===== src/rtl/exec_control_if.sv =====
// Control-panel / processor handshake bundle for the execution controller.
interface exec_control_if #(
    parameter int unsigned PC_W  = 5,
    parameter int unsigned CNT_W = 16
);
    logic             step_key;
    logic             run_sw;
    logic             bp_en;
    logic [PC_W-1:0]  bp_addr;
    logic [PC_W-1:0]  pc;
    logic             overflow;
    logic             cpu_en;
    logic             halted;
    logic [1:0]       state;
    logic [1:0]       halt_cause;
    logic [CNT_W-1:0] instr_count;

    // Board/processor side: drives keys, switches and processor status.
    modport master (
        output step_key, run_sw, bp_en, bp_addr, pc, overflow,
        input  cpu_en, halted, state, halt_cause, instr_count
    );

    // Controller side.
    modport slave (
        input  step_key, run_sw, bp_en, bp_addr, pc, overflow,
        output cpu_en, halted, state, halt_cause, instr_count
    );
endinterface


===== src/rtl/exec_control.sv =====
// Execution controller: issues one-cycle commit pulses to the single-cycle
// processor from a debounced step key or a divided free-run, with PC
// breakpoint, halt-on-overflow and a retired-instruction counter.
module exec_control #(
    parameter int unsigned PC_W            = 5,
    parameter int unsigned DEBOUNCE_CYCLES = 500000,
    parameter int unsigned RUN_DIV         = 4,
    parameter int unsigned CNT_W           = 16
) (
    input  logic          clock,
    input  logic          reset,
    exec_control_if.slave bus
);
    localparam int unsigned DB_W  = $clog2(DEBOUNCE_CYCLES);
    localparam int unsigned DIV_W = $clog2(RUN_DIV);

    localparam logic [1:0] CAUSE_NONE = 2'b00;
    localparam logic [1:0] CAUSE_BP   = 2'b01;
    localparam logic [1:0] CAUSE_OVF  = 2'b10;

    typedef enum logic [1:0] {
        ST_IDLE = 2'b00,
        ST_RUN  = 2'b10,
        ST_HALT = 2'b11
    } state_e;

    logic            step_s1_q, step_s1_d, step_s2_q, step_s2_d;
    logic            run_s1_q, run_s1_d, run_s2_q, run_s2_d;
    logic [DB_W-1:0] db_cnt_q, db_cnt_d;
    logic            db_level_q, db_level_d, db_prev_q, db_prev_d;
    logic            step_pulse_q, step_pulse_d;

    state_e           state_q, state_d;
    logic [1:0]       cause_q, cause_d;
    logic [DIV_W-1:0] div_q, div_d;
    logic             skip_bp_q, skip_bp_d;
    logic             cpu_en_q, cpu_en_d;
    logic             halted_q, halted_d;
    logic [CNT_W-1:0] count_q, count_d;
    logic [PC_W-1:0]  pc_c;
    logic             bp_hit_c;

    assign pc_c     = bus.pc;
    assign bp_hit_c = bus.bp_en && (pc_c == bus.bp_addr) && !skip_bp_q;

    // Synchronizers, step-key stability counter and rising-edge detect.
    always_comb begin
        step_s1_d    = bus.step_key;
        step_s2_d    = step_s1_q;
        run_s1_d     = bus.run_sw;
        run_s2_d     = run_s1_q;
        db_level_d   = db_level_q;
        db_cnt_d     = '0;
        db_prev_d    = db_level_q;
        step_pulse_d = db_level_q & ~db_prev_q;
        if (step_s2_q != db_level_q) begin
            if (db_cnt_q == DB_W'(DEBOUNCE_CYCLES - 1)) begin
                db_level_d = step_s2_q;
            end else begin
                db_cnt_d = db_cnt_q + DB_W'(1);
            end
        end
    end

    // Mode FSM, run divider, breakpoint and overflow handling.
    always_comb begin
        state_d   = state_q;
        cause_d   = cause_q;
        div_d     = div_q;
        skip_bp_d = skip_bp_q;
        cpu_en_d  = 1'b0;
        count_d   = count_q + CNT_W'(cpu_en_q);

        case (state_q)
            ST_IDLE: begin
                if (run_s2_q) begin
                    state_d   = ST_RUN;
                    div_d     = '0;
                    skip_bp_d = 1'b1;
                end else if (step_pulse_q) begin
                    cpu_en_d = 1'b1;
                end
            end
            ST_RUN: begin
                if (!run_s2_q) begin
                    state_d = ST_IDLE;
                    div_d   = '0;
                end else if (div_q == DIV_W'(RUN_DIV - 1)) begin
                    div_d = '0;
                    if (bp_hit_c) begin
                        state_d = ST_HALT;
                        cause_d = CAUSE_BP;
                    end else begin
                        cpu_en_d  = 1'b1;
                        skip_bp_d = 1'b0;
                    end
                end else begin
                    div_d = div_q + DIV_W'(1);
                end
            end
            ST_HALT: begin
                if (!run_s2_q) begin
                    state_d = ST_IDLE;
                    cause_d = CAUSE_NONE;
                end
            end
            default: begin
                state_d = ST_IDLE;
            end
        endcase

        // An overflowing committed instruction wins over everything else.
        if (cpu_en_q && bus.overflow) begin
            state_d  = ST_HALT;
            cause_d  = CAUSE_OVF;
            cpu_en_d = 1'b0;
        end

        halted_d = (state_d == ST_HALT);
    end

    // All state registers, cleared asynchronously.
    always_ff @(posedge clock or posedge reset) begin
        if (reset) begin
            step_s1_q    <= 1'b0;
            step_s2_q    <= 1'b0;
            run_s1_q     <= 1'b0;
            run_s2_q     <= 1'b0;
            db_cnt_q     <= '0;
            db_level_q   <= 1'b0;
            db_prev_q    <= 1'b0;
            step_pulse_q <= 1'b0;
            state_q      <= ST_IDLE;
            cause_q      <= CAUSE_NONE;
            div_q        <= '0;
            skip_bp_q    <= 1'b0;
            cpu_en_q     <= 1'b0;
            halted_q     <= 1'b0;
            count_q      <= '0;
        end else begin
            step_s1_q    <= step_s1_d;
            step_s2_q    <= step_s2_d;
            run_s1_q     <= run_s1_d;
            run_s2_q     <= run_s2_d;
            db_cnt_q     <= db_cnt_d;
            db_level_q   <= db_level_d;
            db_prev_q    <= db_prev_d;
            step_pulse_q <= step_pulse_d;
            state_q      <= state_d;
            cause_q      <= cause_d;
            div_q        <= div_d;
            skip_bp_q    <= skip_bp_d;
            cpu_en_q     <= cpu_en_d;
            halted_q     <= halted_d;
            count_q      <= count_d;
        end
    end

    assign bus.cpu_en      = cpu_en_q;
    assign bus.halted      = halted_q;
    assign bus.state       = state_q;
    assign bus.halt_cause  = cause_q;
    assign bus.instr_count = count_q;
endmodule


===== src/flat_wrapper.sv =====
// flat-port wrapper written by rule: the top's interface ports become plain ports
module exec_control_flat 
#(
    parameter int unsigned PC_W            = 5,
    parameter int unsigned DEBOUNCE_CYCLES = 500000,
    parameter int unsigned RUN_DIV         = 4,
    parameter int unsigned CNT_W           = 16
)
  (clock, reset, bus_step_key, bus_run_sw, bus_bp_en, bus_bp_addr, bus_pc, bus_overflow, bus_cpu_en, bus_halted, bus_state, bus_halt_cause, bus_instr_count);
  exec_control_if #(.PC_W(PC_W), .CNT_W(CNT_W)) bus_i ();
  input  logic clock;
  input  logic reset;
  input wire logic [$bits(bus_i.step_key)-1:0] bus_step_key;
  input wire logic [$bits(bus_i.run_sw)-1:0] bus_run_sw;
  input wire logic [$bits(bus_i.bp_en)-1:0] bus_bp_en;
  input wire logic [$bits(bus_i.bp_addr)-1:0] bus_bp_addr;
  input wire logic [$bits(bus_i.pc)-1:0] bus_pc;
  input wire logic [$bits(bus_i.overflow)-1:0] bus_overflow;
  output wire logic [$bits(bus_i.cpu_en)-1:0] bus_cpu_en;
  output wire logic [$bits(bus_i.halted)-1:0] bus_halted;
  output wire logic [$bits(bus_i.state)-1:0] bus_state;
  output wire logic [$bits(bus_i.halt_cause)-1:0] bus_halt_cause;
  output wire logic [$bits(bus_i.instr_count)-1:0] bus_instr_count;
  assign bus_i.step_key = bus_step_key;
  assign bus_i.run_sw = bus_run_sw;
  assign bus_i.bp_en = bus_bp_en;
  assign bus_i.bp_addr = bus_bp_addr;
  assign bus_i.pc = bus_pc;
  assign bus_i.overflow = bus_overflow;
  assign bus_cpu_en = bus_i.cpu_en;
  assign bus_halted = bus_i.halted;
  assign bus_state = bus_i.state;
  assign bus_halt_cause = bus_i.halt_cause;
  assign bus_instr_count = bus_i.instr_count;
  exec_control #(.PC_W(PC_W), .DEBOUNCE_CYCLES(DEBOUNCE_CYCLES), .RUN_DIV(RUN_DIV), .CNT_W(CNT_W)) u_core (.clock(clock), .reset(reset), .bus(bus_i));
endmodule

===== config.mk =====
export PLATFORM = sky130hd
export DESIGN_NAME = exec_control_flat
export DESIGN_NICKNAME = d
export VERILOG_FILES = /design/src/rtl/exec_control_if.sv /design/src/rtl/exec_control.sv /design/src/flat_wrapper.sv
export SDC_FILE = /design/constraint.sdc
export NUM_CORES = 1
export LEC_CHECK = 0
export BUFFER_PORTS_ARGS = -buffer_cell sky130_fd_sc_hd__buf_2
export CAP_MARGIN = 20
export CORE_UTILIZATION = 30
export CTS_CLUSTER_DIAMETER = 30
export DETAILED_ROUTE_END_ITERATION = 8
export PLACE_DENSITY = 0.44
export SLEW_MARGIN = 20
export SYNTH_ARGS = -nofsm -noshare
export SYNTH_HDL_FRONTEND = slang
export SYNTH_SLANG_ARGS = --single-unit

===== constraint.sdc =====
create_clock -name clock -period 2.85 [get_ports clock]
set_clock_uncertainty 0.15 [all_clocks]
set_input_delay 0.285 -clock clock [delete_from_list [all_inputs] [get_ports clock]]
set_output_delay 0.285 -clock clock [all_outputs]
set_load 0.1 [all_outputs]

==> results of run 1 <==
[logic make-up (layout without fill, tap and decap cells)]
group                    Yosys count  in the layout  synth area share (%)
multiplexers                       1              1                 0.499
buffers and inverters             11             61                  1.88
AND/OR/NAND/NOR                   84             84                  19.0
adder cells (fa/ha/maj)            4              4                  2.22
XOR/XNOR                          32             32                  12.4
flip-flops                        51             51                  56.5
AO/OA/AOI/OAI                     24             24                  7.43
[layer usage]
layer / up-vias / track usage [%] / wire [microns]
met5: - / 0 / 0
met4: 0 / 4.84 / 69
met3: 7 / 2.80 / 151
met2: 27 / 19.2 / 1960
met1: 789 / 15.4 / 2090
li1: 816 / - / -
[layout make-up]
type | instances | area [sq um]
repair buffers | 44 | 245
clock buffers | 5 | 68.8
clock inverters | 3 | 43.8
fillers | 732 | 4520
multi-input cells | 145 | 938
well taps | 99 | 124
flip-flops and latches | 51 | 1280
inverters | 9 | 33.8
[layout by cell type (no fill, tap or decap), types with 3 or more instances in the layout]
master         count
a21oi_1            5
buf_2             37
buf_4              4
clkbuf_8           5
dfrtp_1           51
dlygate4sd3_1      3
ha_1               4
inv_1              8
nand2_1           19
nand3_1           12
nand4_1            5
nor2_1            20
nor3_1             6
nor4_1             4
o21ai_0            9
o31ai_1            3
or3_1              5
or4_1              3
xnor2_1           21
xor2_1            11
[state kept, by name, summed over array words and instances (netlist names)]
name and flops:
u_core.run_s1_q 1, u_core.db_level_q 1, u_core.step_pulse_q 1, u_core.bus.state 2, u_core.bus.halt_cause 2, u_core.db_cnt_q 19
u_core.run_s2_q 1, u_core.db_prev_q 1, u_core.bus.cpu_en 1, u_core.step_s2_q 1, u_core.skip_bp_q 1, u_core.bus.halted 1
u_core.bus.instr_count 16, u_core.step_s1_q 1, u_core.div_q 2
[stage by stage]
step	cells	worst slack (ns)
2_1_floorplan	207	0.388
3_3_place_gp	345	0.637
3_5_place_dp	345	0.587
4_1_cts	356	0.562
5_1_grt	356	0.418
6_report	356	0.577
[power by group]
group | switching (mW) | internal (mW)
combinational | 0.137 | 0.0390
clock | 0.242 | 0.262
sequential | 0.0182 | 0.745
total | 0.397 | 1.05
[path summary, 6_finish.rpt]
kind | endpoint | startpoint | slack (ns)
max | u_core.db_cnt_q[18] | u_core.db_cnt_q[0] | 0.58
min | u_core.bus.cpu_en | bus_overflow | 0.06
max reg2reg | u_core.db_cnt_q[18] | u_core.db_cnt_q[0] | 0.58
min reg2reg | u_core.run_s2_q | u_core.run_s1_q | 0.20
max in group asynchronous | u_core.db_cnt_q[11] | reset | 1.45
min in group asynchronous | u_core.bus.halted | reset | 0.48
==> results.txt, run 1 <==
H-tree depth = 2
Avg Vias per Cell = 4.60
Worst hold slack = 0.0617 ns
Slew @ Worst Pin = 0.682 ns
Final WL = 4.28 mm
Vias in the first global route = 1559
Largest net degree at the start of global routing = 32
Final max-slew violation count = 0
Die Ht = 88.7 microns
Hold Path Depth = 2
TritonCTS Buffers = 5
Synthesized area = 2260 sq um
Critical path cell sequence = ha_1 -> nand4_1 -> or4_1 -> or3_1 -> a21oi_1
Main flop type after synthesis = dfrtp_1
Vias after detailed routing = 1639
Ports = 38
Area Growth Syn to Fin = 21.0%
Unrepaired setup endpoints after global routing = false
Worst-skew pair later-pin latency = 0.30 ns
Clk slew on worst S/H paths = 0.09 ns
Placed Instance Area = 2590 sq um
Crit path max fanout = 6
Number of synthesis warnings = 0
Fraction of layout cells with a size suffix above 1 = 21.0%
Post-route antenna net violation count = 0
R2R depth = 5
Final Hold Violating Endpoints = 0
CP peak stage delay = 0.65 ns
Synth top area share = 56.5%
Final worst path period need = 2.27 ns
Postcts setup bufs = 0
Slew headroom = 54.5%
Max frequency = 440 MHz
Hpwl dp = 3.04 mm
First-pass GRT wire length = 7.08 mm
Critical path's top delay family = simple AND/OR/NAND/NOR gates
Max clock buf depth = 2
CTS tree = built
Async SR Flop Fraction = 100%
Syn avg cell area = 10.9 sq um
PortBufs = 37
GRT Resource Usage Total = 11.9%
Max IR drop VDD = 0.208 mV
Initial antenna violation count = 0
Yosys reg bits = 51
Routability cong. = 0.751
Most common cell in the synthesized netlist = dfrtp_1
Synth cell count leaders = 51 x dfrtp_1, 21 x xnor2_1, 20 x nor2_1
Pre-antenna DRT Iters = 4
Critical path required time = 2.93 ns
Library cells used by synthesis = 33
Grt ovf = 0
HP Class = input port to flip-flop
Final Cell Area = 2730 sq um
Final Cycle Share = 79.7%
WS Path Type = flip-flop to flip-flop
CP max-delay cell = or4_1
Setup_tns = 0 ns
Number of cells on the critical path = 5
Setup crit end kind = flip-flop
Synth Instances = 207
Final setup fails = 0
Total power = 1.44 mW
Initial Util = 31.1%
WP data arrival = 2.36 ns
Cts repair resizes = 0
DIE AREA = 7870 sq um
EDFF count, synth = 0
Post-route DRC violation count = 0
Syn Nets = 227
Root buffer cell = clkbuf_8
# diodes = 0
Outcome = complete, no violations
Max-cap check violation count = 0
Core area = 7250 sq um
Sink Count = 51
Buffers & Inverters on Critical Path = 0
Synth top area cells = dfrtp_1 57%, xnor2_1 8.1%, xor2_1 4.3%
Nets = 276
Pwr dens = 528 nW/um^2
# rows = 31
Sequential area share after synthesis = 56.5%
CP Launch Type = flip-flop
DRT iter0 DRCs = 48
Die Width = 88.7 microns
Routed len/inst = 12.0 microns
Lkg Pwr = 1.25 nW
# hold bufs at CTS = 3
Leading area contributor after synthesis = dfrtp_1
Util after Layout = 37.6%
Note: power is estimated with default switching activity, not from simulation.
==> run 2: changes to the inputs <==
==> constraint.sdc (replaced) <==
create_clock -name clock -period 2.4 [get_ports clock]
set_clock_uncertainty 0.15 [all_clocks]
set_input_delay 0.24 -clock clock [delete_from_list [all_inputs] [get_ports clock]]
set_output_delay 0.24 -clock clock [all_outputs]
set_load 0.1 [all_outputs]
==> run 2 against run 1 <==
Net effect:
- sequential power is 19% higher
- via count is 1.1% lower
- routed wire length is 1.2% lower
- worst setup slack worse by 0.31 ns
- final area is 1.3% higher
- global-route usage hardly changed
- critical endpoint is now u_core.db_cnt_q[17]
- final cell count is 0.56% higher
- largest power group unchanged
- worst hold slack better by 0.14 ns
==> results.txt, run 2 (synthesized netlist as in run 1, its figures left out) <==
Avg Vias per Cell = 4.53 (was 4.60)
Max clock buf depth = 2 (unchanged)
# diodes = 0 (unchanged)
CP Launch Type = flip-flop (unchanged)
Pre-antenna DRT Iters = 4 (unchanged)
Final setup fails = 0 (unchanged)
Comb pwr share = 12.1% (was 12.2%)
Final worst path period need = 2.13 ns (was 2.27 ns)
Max reg flops = 19 (unchanged)
Worst-skew pair later-pin latency = 0.31 ns (was 0.30 ns)
Pwr dens = 627 nW/um^2 (was 528 nW/um^2)
CP peak stage delay = 0.67 ns (was 0.65 ns)
Root buffer cell = clkbuf_8 (unchanged)
GRT Resource Usage Total = 11.9% (about the same)
Switch share = 28.0% (was 27.5%)
DIE AREA = 7870 sq um (unchanged)
Nets = 278 (was 276)
Largest net degree at the start of global routing = 52 (was 32)
PortBufs = 37 (unchanged)
Initial Util = 31.1% (unchanged)
Core area = 7250 sq um (unchanged)
Post-route DRC violation count = 0 (unchanged)
Area Growth Syn to Fin = 22.5% (was 21.0%)
Worst hold slack = 0.204 ns (was 0.0617 ns)
Final WS setup = 0.271 ns (was 0.577 ns)
Sink Count = 51 (unchanged)
WS Path Type = flip-flop to flip-flop (unchanged)
Routed len/inst = 11.8 microns (was 12.0 microns)
Max-cap check violation count = 0 (unchanged)
Critical path cell sequence = nand3_1 -> or4_1 -> or4_1 -> a21oi_1 (was ha_1 -> nand4_1 -> or4_1 -> or3_1 -> a21oi_1)
Commonest non-fill, non-tap cell in the layout = dfrtp_1 (unchanged)
Final max-slew violation count = 0 (unchanged)
Hpwl dp = 2.95 mm (was 3.04 mm)
Critical path required time = 2.49 ns (was 2.93 ns)
Vias after detailed routing = 1621 (was 1639)
Slew headroom = 64.7% (was 54.5%)
P_int = 1.25 mW (was 1.05 mW)
Setup crit end kind = flip-flop (unchanged)
Reg with most FFs = u_core.db_cnt_q (unchanged)
Reg power frac = 52.2% (was 52.9%)
DRT iter0 DRCs = 67 (was 48)
Unrepaired setup endpoints after global routing = false (unchanged)
Cts repair resizes = 0 (unchanged)
Setup_tns = 0 ns (unchanged)
H-tree depth = 2 (unchanged)
Ports = 38 (unchanged)
Fraction of layout cells with a size suffix above 1 = 21.6% (was 21.0%)
Worst path most repeated cell = or4_1
HP Class = flip-flop to flip-flop (was input port to flip-flop)
Clock share of power = 35.7% (was 34.9%)
Lkg Pwr = 1.27 nW (was 1.25 nW)
Slew @ Worst Pin = 0.525 ns (was 0.682 ns)
Initial antenna violation count = 0 (unchanged)
Die Width = 88.7 microns (unchanged)
Clk slew on worst S/H paths = 0.10 ns (was 0.09 ns)
Vias in the first global route = 1558 (was 1559)
CTS tree = built (unchanged)
Final Hold Violating Endpoints = 0 (unchanged)
Die Ht = 88.7 microns (unchanged)
Fill cells = 750 (was 732)
Routability cong. = 0.742 (was 0.751)
Max frequency = 470 MHz (was 440 MHz)
R2r setup slk = 0.27 ns (was 0.58 ns)
Commonest non-fill, non-tap cells in the layout = 50 x dfrtp_1, 37 x buf_2, 21 x xnor2_1 (was 51 x dfrtp_1, 37 x buf_2, 21 x xnor2_1)
Outcome = complete, no violations (unchanged)
Crit path max fanout = 7 (was 6)
Util after Layout = 38.1% (was 37.6%)
Post-route antenna net violation count = 0 (unchanged)
Grt ovf = 0 (unchanged)
Pre-CTS setup slack = 0.272 ns (was 0.587 ns)
CP max-delay cell = or4_1 (unchanged)
TritonCTS Buffers = 5 (unchanged)
WP data arrival = 2.22 ns (was 2.36 ns)
First-pass GRT wire length = 7.22 mm (was 7.08 mm)
Net Switching = 485 uW (was 397 uW)
Max IR drop VDD = 0.313 mV (was 0.208 mV)
# rows = 31 (unchanged)
Final WL = 4.22 mm (was 4.28 mm)
Final Cycle Share = 88.7% (was 79.7%)
-- run 2: critical path, delay by kind of cell (launching register included) --
kind             cells  cell delay, ns
AO/OA/AOI/OAI        1            0.14
AND/OR/NAND/NOR      3            1.34
flip-flops           1            0.44
-- run 2: worst paths after layout --
kind                                    startpoint                         to  cells past startpoint
worst max-delay path            u_core.db_cnt_q[2]        u_core.db_cnt_q[17]                      4
worst min-delay path              u_core.step_s1_q           u_core.step_s2_q                      0
worst max register to register  u_core.db_cnt_q[2]        u_core.db_cnt_q[17]                      4
worst min register to register    u_core.step_s1_q           u_core.step_s2_q                      0
max in group asynchronous                    reset         u_core.db_cnt_q[2]                      4
min in group asynchronous                    reset  u_core.bus.instr_count[1]                      4
-- run 2: cell type report --
cell class                      count  area [sq um]  share of cell area (%)
Timing Repair Buffer               46           275                    9.95
Multi-Input combinational cell    145           938                    33.9
Clock buffer                        5          68.8                    2.49
Inverter                            9          33.8                    1.22
Clock inverter                      3          47.5                    1.72
Tap cell                           99           124                    4.48
Sequential cell                    51          1280                    46.2
-- run 2: timing repair --
item                                   4_1_cts  5_1_grt
endpoints found under the hold margin       54        0
buffers inserted                             0        0
hold buffers                                 4        0
-- run 2: per-layer routing --
metal / vias up / GRT usage [%] / wire [microns]
li1: 819 / - / -
met1: 767 / 15.6 / 2060
met2: 27 / 19.0 / 1940
met3: 8 / 2.80 / 139
met4: 0 / 5.13 / 79
met5: - / 0 / 0
-- run 2: power by group through the flow --
stage / combinational [mW] / clock (mW) / sequential (mW)
after detailed placement: 0.209 / 0 / 0.923
final: 0.210 / 0.618 / 0.905
after CTS: 0.214 / 0.652 / 0.906
after floorplan: 0.0492 / 0 / 1.03
after global routing: 0.229 / 0.681 / 0.910
after global placement: 0.208 / 0 / 0.922
-- run 2: stage by stage --
step / std cells / instance area, sq um / power (mW)
after floorplan: 207 / 2260 / 1.08
after global placement: 346 / 2610 / 1.13
after detailed placement: 346 / 2610 / 1.13
after CTS: 358 / 2770 / 1.77
after global routing: 358 / 2770 / 1.82
final: 358 / 2770 / 1.73
